**config.mk**
```make
export PLATFORM = sky130hd
export DESIGN_NAME = alu_op_sequencer_flat
export DESIGN_NICKNAME = d
export VERILOG_FILES = /design/src/rtl/alu_op_sequencer_if.sv /design/src/rtl/alu_op_sequencer.sv /design/src/flat_wrapper.sv
export SDC_FILE = /design/constraint.sdc
export NUM_CORES = 1
export LEC_CHECK = 0
export CAP_MARGIN = 5
export CORE_MARGIN = 3
export CORE_UTILIZATION = 36
export CTS_CLUSTER_SIZE = 28
export DETAILED_ROUTE_END_ITERATION = 8
export HOLD_SLACK_MARGIN = 0.1
export PLACE_DENSITY_LB_ADDON = 0.1
export SYNTH_ARGS = -nofsm -noshare
export SYNTH_HDL_FRONTEND = slang
export SYNTH_SLANG_ARGS = --single-unit
```
**constraint.sdc**
```tcl
create_clock -name Clk -period 2 [get_ports Clk]
set_input_delay 0.5 -clock Clk [delete_from_list [all_inputs] [get_ports Clk]]
set_output_delay 0.5 -clock Clk [all_outputs]
set_load 0.02 [all_outputs]
```
**src/rtl/alu_op_sequencer_if.sv**
```systemverilog
// Signal bundle between the sequencer, its requester/consumer and the shared ALU.
// master = environment (requester, consumer, ALU); slave = the sequencer itself.
interface alu_op_sequencer_if;
    logic        req_valid;
    logic        req_ready;
    logic [3:0]  req_op;
    logic [31:0] req_a;
    logic [31:0] req_b;
    logic [3:0]  req_tag;

    logic [31:0] alu_reg1;
    logic [31:0] alu_reg2;
    logic [3:0]  alu_control;
    logic        alu_inc_pc;
    logic [31:0] alu_z_lo;
    logic [31:0] alu_z_hi;

    logic        rsp_valid;
    logic        rsp_ready;
    logic [31:0] rsp_lo;
    logic [31:0] rsp_hi;
    logic [3:0]  rsp_tag;
    logic        rsp_err;

    logic        busy;

    modport master (
        output req_valid, req_op, req_a, req_b, req_tag,
        output alu_z_lo, alu_z_hi,
        output rsp_ready,
        input  req_ready,
        input  alu_reg1, alu_reg2, alu_control, alu_inc_pc,
        input  rsp_valid, rsp_lo, rsp_hi, rsp_tag, rsp_err,
        input  busy
    );

    modport slave (
        input  req_valid, req_op, req_a, req_b, req_tag,
        input  alu_z_lo, alu_z_hi,
        input  rsp_ready,
        output req_ready,
        output alu_reg1, alu_reg2, alu_control, alu_inc_pc,
        output rsp_valid, rsp_lo, rsp_hi, rsp_tag, rsp_err,
        output busy
    );
endinterface

```
**src/rtl/alu_op_sequencer.sv**
```systemverilog
// Serialises ALU operations: holds the ALU inputs for a per-op settle window, captures Z,
// and returns a tagged response over valid/ready. Sole driver of the ALU inputs.
module alu_op_sequencer #(
    parameter int unsigned SIMPLE_WAIT = 2,
    parameter int unsigned MUL_WAIT    = 4,
    parameter int unsigned DIV_WAIT    = 6
) (
    input logic               Clk,
    input logic               Clear,
    alu_op_sequencer_if.slave bus
);
    localparam int unsigned MaxWait =
        (DIV_WAIT > MUL_WAIT) ? ((DIV_WAIT > SIMPLE_WAIT) ? DIV_WAIT : SIMPLE_WAIT)
                              : ((MUL_WAIT > SIMPLE_WAIT) ? MUL_WAIT : SIMPLE_WAIT);
    localparam int unsigned CntW = $clog2(MaxWait + 1);

    localparam logic [3:0] OpDiv   = 4'd0;
    localparam logic [3:0] OpMul   = 4'd1;
    localparam logic [3:0] OpAdd   = 4'd2;
    localparam logic [3:0] OpIncPc = 4'd12;

    typedef enum logic [1:0] {StIdle, StIssue, StExec, StResp} state_e;

    state_e          state_q, state_d;
    logic [3:0]      op_q, op_d;
    logic [3:0]      tag_q, tag_d;
    logic [CntW-1:0] cnt_q, cnt_d;
    logic [31:0]     alu_reg1_q, alu_reg1_d;
    logic [31:0]     alu_reg2_q, alu_reg2_d;
    logic [3:0]      alu_control_q, alu_control_d;
    logic            alu_inc_pc_q, alu_inc_pc_d;
    logic [31:0]     rsp_lo_q, rsp_lo_d;
    logic [31:0]     rsp_hi_q, rsp_hi_d;
    logic [3:0]      rsp_tag_q, rsp_tag_d;
    logic            rsp_err_q, rsp_err_d;
    logic            req_illegal;
    logic            op_wide;

    // Rejected requests bypass the ALU entirely so its inputs keep their previous values.
    assign req_illegal = (bus.req_op > OpIncPc) || ((bus.req_op == OpDiv) && (bus.req_b == '0));
    assign op_wide     = (op_q == OpDiv) || (op_q == OpMul);

    always_comb begin
        state_d       = state_q;
        op_d          = op_q;
        tag_d         = tag_q;
        cnt_d         = cnt_q;
        alu_reg1_d    = alu_reg1_q;
        alu_reg2_d    = alu_reg2_q;
        alu_control_d = alu_control_q;
        alu_inc_pc_d  = alu_inc_pc_q;
        rsp_lo_d      = rsp_lo_q;
        rsp_hi_d      = rsp_hi_q;
        rsp_tag_d     = rsp_tag_q;
        rsp_err_d     = rsp_err_q;

        case (state_q)
            StIdle: begin
                if (bus.req_valid) begin
                    op_d  = bus.req_op;
                    tag_d = bus.req_tag;
                    if (req_illegal) begin
                        rsp_lo_d  = '0;
                        rsp_hi_d  = '0;
                        rsp_tag_d = bus.req_tag;
                        rsp_err_d = 1'b1;
                        state_d   = StResp;
                    end else begin
                        // ALU inputs are loaded here so they are already driven during ISSUE.
                        alu_reg1_d    = bus.req_a;
                        alu_reg2_d    = bus.req_b;
                        alu_inc_pc_d  = (bus.req_op == OpIncPc);
                        alu_control_d = (bus.req_op == OpIncPc) ? OpAdd : bus.req_op;
                        state_d       = StIssue;
                    end
                end
            end

            StIssue: begin
                if (op_q == OpDiv) begin
                    cnt_d = CntW'(DIV_WAIT);
                end else if (op_q == OpMul) begin
                    cnt_d = CntW'(MUL_WAIT);
                end else begin
                    cnt_d = CntW'(SIMPLE_WAIT);
                end
                state_d = StExec;
            end

            StExec: begin
                cnt_d = cnt_q - CntW'(1);
                if (cnt_q <= CntW'(1)) begin
                    rsp_lo_d  = bus.alu_z_lo;
                    rsp_hi_d  = op_wide ? bus.alu_z_hi : '0;
                    rsp_tag_d = tag_q;
                    rsp_err_d = 1'b0;
                    cnt_d     = '0;
                    state_d   = StResp;
                end
            end

            StResp: begin
                if (bus.rsp_ready) begin
                    alu_inc_pc_d = 1'b0;
                    state_d      = StIdle;
                end
            end

            default: state_d = StIdle;
        endcase
    end

    always_ff @(posedge Clk) begin
        if (Clear) begin
            state_q       <= StIdle;
            op_q          <= '0;
            tag_q         <= '0;
            cnt_q         <= '0;
            alu_reg1_q    <= '0;
            alu_reg2_q    <= '0;
            alu_control_q <= '0;
            alu_inc_pc_q  <= 1'b0;
            rsp_lo_q      <= '0;
            rsp_hi_q      <= '0;
            rsp_tag_q     <= '0;
            rsp_err_q     <= 1'b0;
        end else begin
            state_q       <= state_d;
            op_q          <= op_d;
            tag_q         <= tag_d;
            cnt_q         <= cnt_d;
            alu_reg1_q    <= alu_reg1_d;
            alu_reg2_q    <= alu_reg2_d;
            alu_control_q <= alu_control_d;
            alu_inc_pc_q  <= alu_inc_pc_d;
            rsp_lo_q      <= rsp_lo_d;
            rsp_hi_q      <= rsp_hi_d;
            rsp_tag_q     <= rsp_tag_d;
            rsp_err_q     <= rsp_err_d;
        end
    end

    assign bus.req_ready   = (state_q == StIdle);
    assign bus.busy        = (state_q != StIdle);
    assign bus.rsp_valid   = (state_q == StResp);
    assign bus.alu_reg1    = alu_reg1_q;
    assign bus.alu_reg2    = alu_reg2_q;
    assign bus.alu_control = alu_control_q;
    assign bus.alu_inc_pc  = alu_inc_pc_q;
    assign bus.rsp_lo      = rsp_lo_q;
    assign bus.rsp_hi      = rsp_hi_q;
    assign bus.rsp_tag     = rsp_tag_q;
    assign bus.rsp_err     = rsp_err_q;

    rsp_hold_a: assert property (@(posedge Clk) disable iff (Clear)
        bus.rsp_valid && !bus.rsp_ready |=> bus.rsp_valid &&
            $stable({bus.rsp_lo, bus.rsp_hi, bus.rsp_tag, bus.rsp_err}));

    ready_busy_a: assert property (@(posedge Clk) disable iff (Clear)
        bus.req_ready != bus.busy);

    inc_pc_busy_a: assert property (@(posedge Clk) disable iff (Clear)
        bus.alu_inc_pc |-> bus.busy);
endmodule

```
**src/flat_wrapper.sv**
```systemverilog
// flat-port wrapper written by rule: the top's interface ports become plain ports
module alu_op_sequencer_flat 
#(
    parameter int unsigned SIMPLE_WAIT = 2,
    parameter int unsigned MUL_WAIT    = 4,
    parameter int unsigned DIV_WAIT    = 6
)
  (Clk, Clear, bus_req_valid, bus_req_op, bus_req_a, bus_req_b, bus_req_tag, bus_alu_z_lo, bus_alu_z_hi, bus_rsp_ready, bus_req_ready, bus_alu_reg1, bus_alu_reg2, bus_alu_control, bus_alu_inc_pc, bus_rsp_valid, bus_rsp_lo, bus_rsp_hi, bus_rsp_tag, bus_rsp_err, bus_busy);
  alu_op_sequencer_if bus_i ();
  input logic Clk;
  input logic Clear;
  input wire logic [$bits(bus_i.req_valid)-1:0] bus_req_valid;
  input wire logic [$bits(bus_i.req_op)-1:0] bus_req_op;
  input wire logic [$bits(bus_i.req_a)-1:0] bus_req_a;
  input wire logic [$bits(bus_i.req_b)-1:0] bus_req_b;
  input wire logic [$bits(bus_i.req_tag)-1:0] bus_req_tag;
  input wire logic [$bits(bus_i.alu_z_lo)-1:0] bus_alu_z_lo;
  input wire logic [$bits(bus_i.alu_z_hi)-1:0] bus_alu_z_hi;
  input wire logic [$bits(bus_i.rsp_ready)-1:0] bus_rsp_ready;
  output wire logic [$bits(bus_i.req_ready)-1:0] bus_req_ready;
  output wire logic [$bits(bus_i.alu_reg1)-1:0] bus_alu_reg1;
  output wire logic [$bits(bus_i.alu_reg2)-1:0] bus_alu_reg2;
  output wire logic [$bits(bus_i.alu_control)-1:0] bus_alu_control;
  output wire logic [$bits(bus_i.alu_inc_pc)-1:0] bus_alu_inc_pc;
  output wire logic [$bits(bus_i.rsp_valid)-1:0] bus_rsp_valid;
  output wire logic [$bits(bus_i.rsp_lo)-1:0] bus_rsp_lo;
  output wire logic [$bits(bus_i.rsp_hi)-1:0] bus_rsp_hi;
  output wire logic [$bits(bus_i.rsp_tag)-1:0] bus_rsp_tag;
  output wire logic [$bits(bus_i.rsp_err)-1:0] bus_rsp_err;
  output wire logic [$bits(bus_i.busy)-1:0] bus_busy;
  assign bus_i.req_valid = bus_req_valid;
  assign bus_i.req_op = bus_req_op;
  assign bus_i.req_a = bus_req_a;
  assign bus_i.req_b = bus_req_b;
  assign bus_i.req_tag = bus_req_tag;
  assign bus_i.alu_z_lo = bus_alu_z_lo;
  assign bus_i.alu_z_hi = bus_alu_z_hi;
  assign bus_i.rsp_ready = bus_rsp_ready;
  assign bus_req_ready = bus_i.req_ready;
  assign bus_alu_reg1 = bus_i.alu_reg1;
  assign bus_alu_reg2 = bus_i.alu_reg2;
  assign bus_alu_control = bus_i.alu_control;
  assign bus_alu_inc_pc = bus_i.alu_inc_pc;
  assign bus_rsp_valid = bus_i.rsp_valid;
  assign bus_rsp_lo = bus_i.rsp_lo;
  assign bus_rsp_hi = bus_i.rsp_hi;
  assign bus_rsp_tag = bus_i.rsp_tag;
  assign bus_rsp_err = bus_i.rsp_err;
  assign bus_busy = bus_i.busy;
  alu_op_sequencer #(.SIMPLE_WAIT(SIMPLE_WAIT), .MUL_WAIT(MUL_WAIT), .DIV_WAIT(DIV_WAIT)) u_core (.Clk(Clk), .Clear(Clear), .bus(bus_i));
endmodule
```
Word level (Yosys, flattened, before mapping)
Index checks and enable logic that the tools add are counted.
{"block": "totals", "register_bits": 151, "input_bits": 140, "out_inout_bits": 141, "elab_cells": 71}
{"block": "classes", "n_addsub": 1, "order_cmp": 2, "eq_ne": 10, "n_mux": 29, "n_bitwise": 1, "reduce_logical": 16}
{"op": "32-bit 2-to-1 mux", "count": 5}
{"op": "32-bit case mux with 2 select lines", "count": 2}
{"op": "32-bit zero test", "count": 1}
{"op": "4-bit 2-to-1 mux", "count": 4}
{"op": "3-bit 2-to-1 mux", "count": 3}
{"op": "4-bit zero test", "count": 2}
{"op": "2-bit 2-to-1 mux", "count": 4}
{"op": "2-bit case mux with 4 select lines", "count": 1}
{"op": "4-bit case mux with 2 select lines", "count": 1}
{"op": "4-bit AND reduction", "count": 2}
{"op": "2-bit nonzero test", "count": 4}
{"op": "1-bit 2-to-1 mux", "count": 6}
{"op": "2-bit inequality test, second input constant", "count": 3}
{"op": "3-bit case mux with 2 select lines", "count": 1}
{"op": "3-bit AND reduction", "count": 2}
{"op": "2-bit equality test, second input constant", "count": 2}
{"op": "4-bit by 1-bit equality test with 1-bit output, second input constant", "count": 1}
{"op": "4-bit equality test, second input constant", "count": 1}
{"op": "4-bit greater-than comparator, second input constant", "count": 1}
{"op": "2-bit by 1-bit inequality test with 1-bit output, second input constant", "count": 2}
{"op": "1-bit case mux with 2 select lines", "count": 2}
{"op": "3-bit by 1-bit <= comparator with 1-bit output, second input constant", "count": 1}
{"op": "3-bit by 1-bit subtractor with 3-bit output, second input constant", "count": 1}
{"op": "2-bit by 1-bit equality test with 1-bit output, second input constant", "count": 1}
{"op": "other kinds (5)", "count": 6}

Depth between registers and ports, before layout
{"block": "depth", "word_depth": 6, "ltp_mapped": 10, "ltp_nobuf": 7}

Worst setup path after synthesis
OpenSTA, ideal clock, no wires.
{"block": "synth_path", "path_type": "flip-flop to flip-flop", "from": "reg u_core.state_q[0]", "to": "reg u_core.rsp_hi_q[10] (netlist: u_core.bus.rsp_hi[10])", "setup_ps": 126, "arrival_ps": 2050, "required_ps": 1874, "path_slack_ps": -177, "path_stages_with_launch": 11, "path_buffers": 3, "synth_period_minus_slack_ps": 2177, "path_cell_list": "dfxtp_1 inv_1 ha_1 buf_2 nand2_1 o21ai_0 and2_1 clkbuf_1 nand2_1 buf_2 mux2i_1"}
{"block": "synth_between", "elab_chain_cells": 3, "elab_cells_between_ends": 8, "classes_between": "eq/ne (4); mux (1); reduce/logical (3)"}
{"element": "start, declared", "line": "alu_op_sequencer.sv:24", "rtl": "state_e state_q, state_d;"}
{"element": "start signal, assigned", "line": "alu_op_sequencer.sv:115", "rtl": "state_q <= StIdle;"}
{"element": "start signal, assigned", "line": "alu_op_sequencer.sv:128", "rtl": "state_q <= state_d;"}
{"element": "2-bit zero test *"}
{"element": "net bus_req_ready", "line": "flat_wrapper.sv:20", "rtl": "output wire logic [$bits(bus_i.req_ready)-1:0] bus_req_ready;"}
{"element": "2-bit by 1-bit inequality test with 1-bit output (no line), or another cell as far along"}
{"element": "4-bit AND reduction (no line)"}
{"element": "end signal, assigned", "line": "alu_op_sequencer.sv:137", "rtl": "rsp_hi_q <= rsp_hi_d;"}
{"element": "end, declared", "line": "alu_op_sequencer.sv:33", "rtl": "logic [31:0] rsp_hi_q, rsp_hi_d;"}
Mark *: on every way through the listed nets, which the timed path passes. The rest lies on a longest branch.
A chain may end at the register's enable or synchronous reset.

Final worst setup path
{"block": "layout_path", "from": "in bus_req_b[7]", "to": "reg u_core.rsp_hi_q[31] (netlist: u_core.bus.rsp_hi[31])"}
{"block": "layout_between", "elab_chain_cells": 5}
{"element": "start, declared", "line": "flat_wrapper.sv:15", "rtl": "input wire logic [$bits(bus_i.req_b)-1:0] bus_req_b;"}
{"element": "32-bit zero test", "line": "alu_op_sequencer.sv:40", "rtl": "assign req_illegal = (bus.req_op > OpIncPc) || ((bus.req_op == OpDiv) && (bus.req_b == '0));"}
{"element": "1-bit logical AND", "line": "alu_op_sequencer.sv:40"}
{"element": "1-bit logical OR", "line": "alu_op_sequencer.sv:40"}
{"element": "2-bit by 1-bit inequality test with 1-bit output (no line)"}
{"element": "4-bit AND reduction (no line)"}
Every way passes these cells.

==> results.py <==
metrics = {
    "global_routing": {
        "grt_pass1_wl_um": 29370,
        "met1_usage": 0.2463,
        "gr-usage-met3": 0.08699,
        "grt-ovfl-total": 0,
        "grt_antenna_before_repair": 1,
        "top_usage_layer": "met2",
        "globalRouteTotalUtil": 0.2189,
        "grt_pass1_vias": 5830,
        "grt_use_met2": 0.3837,
        "grt_max_degree": 46,
    },
    "critical_path": {
        "critPathCaptureType": "register",
        "crit_chain": "clkdlybuf4s50_1 -> nor2_1 -> nand3_2 -> o31ai_4 -> buf_4 -> buf_4 -> nand2_4 -> clkbuf_16 -> mux2i_1",
        "crit_arrival_ns": 2.30,
        "worstPathRequired_ns": 2.30,
        "crit_fanout": 8,
        "reg2reg_slack_ns": 0.11,
        "cp-start-kind": "input port",
        "slowest_delay_ns": 0.44,
        "crit_type": "in2reg",
        "cpMaxStageDelayCell": "clkdlybuf4s50_1",
        "cp_common_cell": "buf_4",
    },
    "layout": {
        "nets": 1092,
        "layout-drive-gt1-share": 0.1708,
        "nFillCells": 1127,
        "syn_to_final_growth_pct": 80.29,
    },
    "worst_hold_path": {
        "hp-class": "in2reg",
    },
    "clock_tree": {
        "clock_path_buffers": 2,
        "clkSlewWorstSetupHoldPaths_ns": 0.06,
        "htreeDepth": 4,
        "cts_tree": "yes",
        "cts-root-buf": "clkbuf_16",
        "cts_made_buffers": 17,
        "cts_sinks": 151,
        "clock_latency_ns": 0.42,
    },
    "synth": {
        "synth.most_common_cell": "nand2_1",
        "syn_area_um2": 5594,
        "synthTopCellsByCount": "nand2_1 (213), dfxtp_1 (151), a21oi_1 (83)",
        "ys_async_sr_fraction": 0,
        "synth_warnings": 0,
        "synth_fp_nets": 780,
        "synthCells": 636,
        "ys_seq_elements": 151,
        "synth_top_cell_by_area": "dfxtp_1",
        "synth_cell_types": 37,
        "synth_edf_count": 0,
        "syn_area_per_cell_um2": 8.796,
        "synthTopCellsByArea": "dfxtp_1 (54%), nand2_1 (14%), a21oi_1 (7.4%), mux2i_1 (6.8%), a22o_1 (5.0%)",
        "synth_ff_type": "dfxtp_1",
        "synth_top_area_share": 0.5404,
        "ys_seq_area_frac": 0.5404,
    },
    "outcome": {
        "status": "complete, no violations",
    },
    "drt": {
        "drcViolationCount": 0,
        "drtIter0Drc": 249,
        "first_pass_iters": 4,
        "vias": 5888,
        "wl_per_cell_um": 17.66,
        "wirelength_um": 20220,
        "postRouteAntennaNets": 0,
        "drt-vias-per-instance": 5.142,
    },
    "power_and_ir_drop": {
        "p_total_mw": 11.76,
        "p_leak_nw": 3.965,
        "powerDensity_nw_per_um2": 1166,
        "ir_drop_mv": 0.7780,
    },
    "floorplanning": {
        "pin_count": 281,
        "rows": 44,
        "fp.dieW_um": 130.7,
        "die_h_um": 130.7,
        "die-area_um2": 17070,
        "initial_core_util": 0.3763,
        "core_area_um2": 14860,
    },
    "placed_design": {
        "dp_hpwl_um": 12690,
        "gp_congestion": 0.7877,
        "io_buffers": 280,
    },
    "timing": {
        "whs_ns": 0.3429,
        "drv_slew": 0,
        "fmax_ghz": 0.5009,
        "worst_pin_slew_ns": 0.5175,
        "hold_viol": 0,
        "setup_viol_count_final": 0,
        "setup-tns-final_ns": 0,
        "rsz0062_at_grt": "yes",
        "finalWorstPathRequiredPeriod_ns": 1.996,
        "max_slew_margin": 0.6550,
        "clock_skew_ns": 0.01248,
        "post-route-period-util": 0.9981,
    },
    "run": {
        "max_cap_violations": 0,
    },
}
-- metal layers --
layer  up-vias  share of wire
met4         0          0.019
met5         -              0
met3        27          0.085
li1       2803              -
met2       218           0.50
met1      2840           0.39
-- flip-flops by register name (all words and copies together) (netlist names), 2 cells and up --
signal	flops
u_core.tag_q	4
u_core.bus.alu_control	4
u_core.bus.alu_reg1	32
u_core.bus.rsp_lo	32
u_core.state_q	2
u_core.bus.rsp_hi	32
u_core.bus.alu_reg2	32
u_core.op_q	4
u_core.bus.rsp_tag	4
u_core.cnt_q	3
-- layout by cell type (no fill, tap or decap), types with 3 or more instances in the layout --
cell and instances:
buf_12 8, dlygate4sd2_1 11, clkbuf_2 14, dfxtp_1 150
inv_1 5, nor2_1 6, clkinvlp_4 4, nor4_4 6
ha_1 3, a311oi_1 5, clkdlybuf4s50_1 242, nand2_2 14
nor3_1 5, o21ai_0 5, a21oi_2 8, mux2i_1 38
nand2_4 11, clkinv_2 4, buf_4 31, buf_16 10
nand2_1 188, a22o_1 32, clkbuf_16 21, buf_6 8
clkdlybuf4s15_1 8, nand3_1 8, a21oi_1 74
-- through the flow --
step	instances	utilization	setup slack, ns	area (um^2)
4_1_cts	1139	0.6596	-0.01555	9804
3_5_place_dp	1087	0.5896	-0.7385	8763
5_1_grt	1145	0.6785	-0.05673	10090
6_report	1145	0.6785	0.003715	10090
2_1_floorplan	636	-	-0.02388	5619
3_3_place_gp	1087	0.5896	-0.6554	8763
-- worst max-delay path, delay by kind of cell --
family                 cells  cell delay (ns)
buffers and inverters      4             0.91
and+or+nand+nor            3             0.41
AOI/OAI and AO/OA          1             0.36
muxes                      1             0.12
-- worst paths after layout --
kind,start,cells after the start,end
hold / removal,bus_req_b[2],3,u_core.bus.alu_reg2[2]$_SDFFE_PP0P_
setup reg to reg,u_core.state_q[0]$_SDFFE_PP0P_,9,u_core.bus.rsp_lo[4]$_SDFFE_PP0P_
hold reg to reg,u_core.bus.alu_reg2[10]$_SDFFE_PP0P_,2,u_core.bus.alu_reg2[10]$_SDFFE_PP0P_
setup / recovery,bus_req_b[7],9,u_core.bus.rsp_hi[31]$_SDFFE_PP0P_
-- report_power, final --
part           switching (mW)  total [mW]  internal, mW
clock                    1.28        3.11          1.83
combinational            2.50        4.97          2.46
sequential              0.237        3.68          3.44
total                    4.02        11.8          7.74
-- cells by family (layout without fill, tap and decap cells) --
kind of cell,count (synthesis),in the layout,synth area share
adder cells (fa/ha/maj),4,4,0.008947
other,0,1,0
AND/OR/NAND/NOR,251,251,0.1823
buffers and inverters,54,378,0.04182
flip-flops,151,151,0.5404
multiplexers,38,38,0.06799
AO/OA/AOI/OAI,138,138,0.1586
-- layout make-up --
class / count / area [um^2] / area share
Clock inverter: 12 / 127.6 / 0.01265
Inverter: 7 / 26.28 / 0.002605
Multi-Input combinational cell: 431 / 2674 / 0.2651
Clock buffer: 19 / 432.9 / 0.04292
Antenna cell: 1 / 2.502 / 0.0002481
Timing Repair Buffer: 340 / 3568 / 0.3538
Sequential cell: 151 / 3024 / 0.2998
Tap cell: 184 / 230.2 / 0.02283
-- timing repair --
item                                    in CTS  in global routing
pin swaps                                   18                 23
gates cloned                                10                  5
endpoints found under the hold margin        0                  0
hold buffers                                 0                  0
endpoints found under the setup margin     141                132
resized for setup                           80                 90
buffers inserted                            12                  1
Power figures use the tool's default switching activity.
